$ cat src/rtl/dc_cache_pkg.sv
// rtl/dc_cache_pkg.sv - shared states, length codes and byte-mask helper for dc_cache
package dc_cache_pkg;

  typedef enum logic [1:0] {
    ST_IDLE    = 2'd0,
    ST_RD_MISS = 2'd1,
    ST_WR_WAIT = 2'd2,
    ST_IO_WAIT = 2'd3
  } dc_state_e;

  localparam logic [2:0]  LEN_B       = 3'd1;
  localparam logic [2:0]  LEN_H       = 3'd2;
  localparam logic [2:0]  LEN_W       = 3'd4;
  localparam logic [31:0] IO_BASE_DEF = 32'h0003_0000;

  function automatic logic [31:0] len_mask(input logic [2:0] len);
    case (len)
      LEN_B:   return 32'h0000_00ff;
      LEN_H:   return 32'h0000_ffff;
      default: return 32'hffff_ffff;
    endcase
  endfunction

endpackage

$ cat src/rtl/dc_cache_bytelane.sv
// rtl/dc_cache_bytelane.sv - byte extract (zero-extended) and byte merge on one 32-bit line
module dc_bytelane
  import dc_cache_pkg::*;
(
  input  logic [31:0] i_line,
  input  logic [1:0]  i_off,
  input  logic [2:0]  i_len,
  input  logic [31:0] i_dat,
  output logic [31:0] o_ext,
  output logic [31:0] o_merged
);

  logic [4:0]  w_sh;
  logic [31:0] w_mask;

  assign w_sh     = {i_off, 3'b000};
  assign w_mask   = len_mask(i_len) << w_sh;
  assign o_ext    = (i_line >> w_sh) & len_mask(i_len);
  assign o_merged = (i_line & ~w_mask) | ((i_dat << w_sh) & w_mask);

endmodule

$ cat src/rtl/dc_cache.sv
// rtl/dc_cache.sv - direct-mapped write-through no-write-allocate data cache between LSB and MC
module dc_cache
  import dc_cache_pkg::*;
#(
  parameter int                   INDEX_W   = 6,
  parameter int                   MEM_ADD_W = 32,
  parameter int                   REG_DAT_W = 32,
  parameter logic [MEM_ADD_W-1:0] IO_BASE   = MEM_ADD_W'(IO_BASE_DEF)
) (
  input  logic                 clk,
  input  logic                 rst,
  input  logic                 en,
  input  logic                 iFlush,
  input  logic                 iLSB_En,
  input  logic                 iLSB_Rw,
  input  logic [2:0]           iLSB_Len,
  input  logic [MEM_ADD_W-1:0] iLSB_Add,
  input  logic [REG_DAT_W-1:0] iLSB_Dat,
  output logic                 oLSB_Rdy,
  output logic                 oLSB_En,
  output logic [REG_DAT_W-1:0] oLSB_Dat,
  output logic                 oMC_En,
  output logic                 oMC_Rw,
  output logic [2:0]           oMC_Len,
  output logic [MEM_ADD_W-1:0] oMC_Add,
  output logic [REG_DAT_W-1:0] oMC_Dat,
  input  logic                 iMC_En,
  input  logic [REG_DAT_W-1:0] iMC_Dat
);

  localparam int TAG_W = MEM_ADD_W - INDEX_W - 2;
  localparam int LINES = 1 << INDEX_W;

  dc_state_e            r_state, w_state_nxt;
  logic [LINES-1:0]     r_valid;
  logic [TAG_W-1:0]     r_tag  [LINES];
  logic [REG_DAT_W-1:0] r_data [LINES];
  logic [MEM_ADD_W-1:0] r_add;
  logic [2:0]           r_len;
  logic                 r_flush_pend;
  logic                 r_mc_pend;
  logic [REG_DAT_W-1:0] r_mc_dat;

  logic [INDEX_W-1:0]   w_idx, w_fill_idx;
  logic [TAG_W-1:0]     w_tag;
  logic                 w_io, w_hit, w_acc, w_mc_ev;
  logic [REG_DAT_W-1:0] w_mc_rdat, w_bl_line, w_ext, w_merged;
  logic [1:0]           w_bl_off;
  logic [2:0]           w_bl_len;
  logic                 w_lsb_en, w_mc_en, w_mc_rw;
  logic [REG_DAT_W-1:0] w_lsb_dat, w_mc_wdat;
  logic [2:0]           w_mc_len;
  logic [MEM_ADD_W-1:0] w_mc_add;

  assign w_idx      = iLSB_Add[INDEX_W+1:2];
  assign w_tag      = iLSB_Add[MEM_ADD_W-1:INDEX_W+2];
  assign w_fill_idx = r_add[INDEX_W+1:2];
  assign w_io       = iLSB_Add >= IO_BASE;
  assign w_hit      = r_valid[w_idx] && (r_tag[w_idx] == w_tag);
  assign oLSB_Rdy   = en && (r_state == ST_IDLE) && !iFlush && !r_flush_pend;
  assign w_acc      = oLSB_Rdy && iLSB_En;
  // A completion held over an en=0 stall takes priority over the live input.
  assign w_mc_rdat  = r_mc_pend ? r_mc_dat : iMC_Dat;
  assign w_mc_ev    = en && (r_state != ST_IDLE) && (r_mc_pend || iMC_En);

  // In IDLE the lane works on the indexed line; otherwise on the MC return data.
  always_comb begin
    w_bl_line = w_mc_rdat;
    w_bl_off  = 2'b00;
    w_bl_len  = r_len;
    if (r_state == ST_IDLE) begin
      w_bl_line = r_data[w_idx];
      w_bl_off  = iLSB_Add[1:0];
      w_bl_len  = iLSB_Len;
    end else if (r_state == ST_RD_MISS) begin
      w_bl_off  = r_add[1:0];
    end
  end

  dc_bytelane u_bytelane (
    .i_line   (w_bl_line),
    .i_off    (w_bl_off),
    .i_len    (w_bl_len),
    .i_dat    (iLSB_Dat),
    .o_ext    (w_ext),
    .o_merged (w_merged)
  );

  always_ff @(posedge clk) begin
    if (rst) r_state <= ST_IDLE;
    else     r_state <= w_state_nxt;
  end

  always_comb begin
    w_state_nxt = r_state;
    w_lsb_en    = 1'b0;
    w_lsb_dat   = oLSB_Dat;
    w_mc_en     = 1'b0;
    w_mc_rw     = oMC_Rw;
    w_mc_len    = oMC_Len;
    w_mc_add    = oMC_Add;
    w_mc_wdat   = oMC_Dat;
    if (en) begin
      case (r_state)
        ST_IDLE: if (w_acc) begin
          if (w_io || iLSB_Rw) begin
            w_mc_en     = 1'b1;
            w_mc_rw     = iLSB_Rw;
            w_mc_len    = iLSB_Len;
            w_mc_add    = iLSB_Add;
            w_mc_wdat   = iLSB_Dat;
            w_state_nxt = w_io ? ST_IO_WAIT : ST_WR_WAIT;
          end else if (w_hit) begin
            w_lsb_en  = 1'b1;
            w_lsb_dat = w_ext;
          end else begin
            w_mc_en     = 1'b1;
            w_mc_rw     = 1'b0;
            w_mc_len    = LEN_W;
            w_mc_add    = {iLSB_Add[MEM_ADD_W-1:2], 2'b00};
            w_mc_wdat   = '0;
            w_state_nxt = ST_RD_MISS;
          end
        end
        ST_RD_MISS, ST_IO_WAIT, ST_WR_WAIT: if (w_mc_ev) begin
          w_lsb_en    = 1'b1;
          w_lsb_dat   = (r_state == ST_WR_WAIT) ? '0 : w_ext;
          w_state_nxt = ST_IDLE;
        end
        default: w_state_nxt = ST_IDLE;
      endcase
    end
  end

  always_ff @(posedge clk) begin
    if (rst) begin
      r_valid      <= '0;
      r_flush_pend <= 1'b0;
      r_mc_pend    <= 1'b0;
      r_mc_dat     <= '0;
      oLSB_En      <= 1'b0;
      oLSB_Dat     <= '0;
      oMC_En       <= 1'b0;
      oMC_Rw       <= 1'b0;
      oMC_Len      <= '0;
      oMC_Add      <= '0;
      oMC_Dat      <= '0;
    end else begin
      oLSB_En  <= w_lsb_en;
      oLSB_Dat <= w_lsb_dat;
      oMC_En   <= w_mc_en;
      oMC_Rw   <= w_mc_rw;
      oMC_Len  <= w_mc_len;
      oMC_Add  <= w_mc_add;
      oMC_Dat  <= w_mc_wdat;
      if (en) begin
        r_mc_pend <= 1'b0;
      end else if (iMC_En && (r_state != ST_IDLE)) begin
        r_mc_pend <= 1'b1;
        r_mc_dat  <= iMC_Dat;
      end
      if (en && (r_state == ST_IDLE) && (iFlush || r_flush_pend)) begin
        r_valid      <= '0;
        r_flush_pend <= 1'b0;
      end else if (iFlush) begin
        r_flush_pend <= 1'b1;
      end
      if (w_mc_ev && (r_state == ST_RD_MISS)) r_valid[w_fill_idx] <= 1'b1;
    end
  end

  always_ff @(posedge clk) begin
    if (w_acc) begin
      r_add <= iLSB_Add;
      r_len <= iLSB_Len;
    end
    if (!rst && w_mc_ev && (r_state == ST_RD_MISS)) begin
      r_data[w_fill_idx] <= w_mc_rdat;
      r_tag[w_fill_idx]  <= r_add[MEM_ADD_W-1:INDEX_W+2];
    end else if (!rst && w_acc && iLSB_Rw && !w_io && w_hit) begin
      r_data[w_idx] <= w_merged;
    end
  end

endmodule

$ cat config.mk
export PLATFORM = sky130hd
export DESIGN_NAME = dc_cache
export DESIGN_NICKNAME = d
export VERILOG_FILES = /design/src/rtl/dc_cache_pkg.sv /design/src/rtl/dc_cache_bytelane.sv /design/src/rtl/dc_cache.sv
export SDC_FILE = /design/constraint.sdc
export NUM_CORES = 2
export LEC_CHECK = 0
export BUFFER_PORTS_ARGS = -buffer_cell sky130_fd_sc_hd__buf_2
export CORE_UTILIZATION = 48
export CTS_CLUSTER_SIZE = 24
export DETAILED_ROUTE_END_ITERATION = 6
export GPL_ROUTABILITY_DRIVEN = 0
export PLACE_DENSITY_LB_ADDON = 0.3
export SLEW_MARGIN = 25
export SYNTH_ARGS = -nofsm -noshare
export SYNTH_HDL_FRONTEND = slang
export SYNTH_HIERARCHICAL = 1
export SYNTH_SLANG_ARGS = --single-unit
export TNS_END_PERCENT = 10
$ cat constraint.sdc
create_clock -name clk -period 10.75 [get_ports clk]
set_clock_uncertainty 0.05 [all_clocks]
set_input_delay 1.6125 -clock clk [delete_from_list [all_inputs] [get_ports clk]]
set_output_delay 1.6125 -clock clk [all_outputs]
set_load 0.005 [all_outputs]
==> results.cfg <==
[power]
switching_power_uw = 6718
leakage_uw = 0.05510
power_uw = 31400
pwr-share-seq_pct = 51.9
swShare_pct = 21.40
internal_power_uw = 24680
pwr-share-clk_pct = 42.4
p_per_area_nw_per_um2 = 183.9
combPwrFrac_pct = 5.7
peakVddDrop_mv = 0.1553

[timing]
max_freq_mhz = 122.6
drv_slew = 0
tns_ns = 0
fin_crit_ns = 8.154
relSlewSlack_pct = 21.86
rsz0062_at_grt = no
timing.final.ws_setup_ns = 2.596
finalHoldViolations = 0
setup_violations = 0
tightest_slew_ns = 1.168
finalCritPeriodShare_pct = 75.85

[clock_tree]
cts_hold_buf = 0
cts.clk_slew.worst_paths_ns = 0.06
ctsResizeCount = 0
numCtsBuffers = 369
cts_tree = done
worstSkewPairLatency_ns = 0.91
clockBufferDepth = 4
clock-sinks = 3821
htreeDepth = 5
cts_root_buf = clkbuf_16
cts_setup_buffers = 0

[layout]
fin_cells = 12310
synthToLayoutAreaGrowth_pct = 14.14
final_cell_mix = 3619 x edfxtp_1, 861 x mux4_2, 515 x mux2i_1
fin_nets = 7978
final_common_cell = edfxtp_1
final_util_pct = 55.19
drive_above_1_share_pct = 27.01

[routing]
drt_iter0_drc = 12030
dr.pass1.iters = 7
wl_per_cell_microns = 34.98
viasPerCell = 6.499
drc = 2
routed_wl_microns = 430800
antenna_left = 0
vias = 80030

[yosys]
synthArstFlopShare_pct = 0
synth_top_area_share_pct = 72.66
ys_ff_latch = 3821
synth_edf_count = 3619
ys_types = 91
synthesis.area_sq_um = 149600
post-synth-top-area-cell = edfxtp_1
synth_area_leaders = edfxtp_1 73%, mux4_2 13%, mux2i_1 3.4%
synthFlopType = edfxtp_1
synth_area_per_cell_sq_um = 20.19
yosysWarnings = 6
ys_seq_area_share_pct = 75.36
syn_nets = 7514
syn_inst = 7408

[grt]
grt_pass1_wl_microns = 599600
antenna_found_initial = 17
grt_overflow = 0
grt_max_degree = 138
grt_pass1_vias = 78440
groute.usage.overall_pct = 27.06

[placement]
dp_cells = 11620
dp_hpwl_microns = 247500
place_ws_ns = 1.947
portBuffers = 208

[job]
drv_cap = 0

[worst_setup_path]
cp.required_ns = 11.29
worstSetupEndpointType = flip-flop
ff2ff_path_depth = 13
critPathMaxFanout = 108
cp.arrival_ns = 8.69
critPathKind = primary input to flip-flop
cp-start-kind = primary input

[worst_hold_path]
whs_path_depth = 1
worstHoldPathType = flip-flop to flip-flop

[floorplanning]
fp.dieW_microns = 560.2
core-area_sq_um = 309400
row_count = 204
io_pins = 209
start_util_pct = 48.35
die-area_sq_um = 313800
fp.dieH_microns = 560.2

[status]
status = complete, but fails checks
failed_checks = design-rule violations
## final timing paths
path                startpoint             end  slack, ns
setup reg to reg  r_tag[8][14]  r_data[33][16]       4.37
setup / recovery   iLSB_Add[2]  r_data[33][16]       2.60
hold / removal     r_valid[58]     r_valid[58]       0.40
hold reg to reg    r_valid[58]     r_valid[58]       0.40
## routing by layer
metal | track usage (%) | vias up | part of all wire (%)
met5 | 0 | - | 0
met4 | 12.95 | 0 | 5.5
met3 | 4.133 | 940 | 9.6
met2 | 43.48 | 5155 | 48
met1 | 36.54 | 42340 | 37
li1 | - | 31600 | -
## Yosys cell counts (all sizes together) (62+ instances only)
master / instances
mux4: 861
edfxtp: 3619
nand2: 280
a21o: 62
clkbuf: 199
nor2: 314
mux2i: 515
a22oi: 254
a21oi: 222
buf: 232
nand3: 113
dfxtp: 202
## state kept, by name, summed over array words and instances, names as in the netlist, 32 cells and up
register and count:
r_mc_dat 32, r_data 2048, oMC_Add 32, oMC_Dat 32, r_add 32, r_tag 1536
r_valid 64, oLSB_Dat 32
## cells by family after synthesis
| family | count (synthesis) | synth area share, % |
|---|---|---|
| flip-flops | 3821 | 75.36 |
| XOR/XNOR | 19 | 0.1113 |
| multiplexers | 1421 | 16.75 |
| AND/OR/NAND/NOR | 928 | 2.869 |
| AO/OA/AOI/OAI | 768 | 3.504 |
| buffers and inverters | 451 | 1.406 |
## power groups by stage
stage / Sequential, uW / Clock [uW] / Combinational [uW]
detailed placement: 16600 / 0 / 1750
global route: 16300 / 14000 / 1830
CTS: 16300 / 13400 / 1760
global placement: 16600 / 0 / 1730
floorplan: 16600 / 0 / 1030
finish: 16300 / 13300 / 1780
## area by class of cell
type | instances | area (sq um)
diodes | 12 | 30.03
clock buffers | 445 | 9823
clock inverters | 236 | 2552
fillers | 23010 | 138600
inverters | 20 | 87.58
multi-input cells | 3136 | 36400
flip-flops and latches | 3821 | 112700
well taps | 4120 | 5155
repair buffers | 524 | 3955
## per-stage QoR
stage          hold WS (ns)  instance area [sq um]
2_1_floorplan        0.3691                 149600
3_3_place_gp         0.3775                 157800
3_5_place_dp         0.3836                 158200
4_1_cts              0.3970                 170600
6_report             0.3950                 170700
5_1_grt              0.4107                 170700
## critical path, cell delays in order
cell and delay, ns:
buf_12 0.37, buf_12 0.53, buf_4 0.83, mux2i_1 0.28
a22oi_1 0.11, nand3_1 0.15, nand4_1 0.24, nor2_1 0.21
xnor2_1 0.11, nor4_1 0.65, nand4_1 0.36, nor3_2 0.49
buf_4 0.34, nand2b_1 0.49, a21oi_4 1.03, buf_4 0.33
No activity file was read; power rests on OpenSTA's default activity.
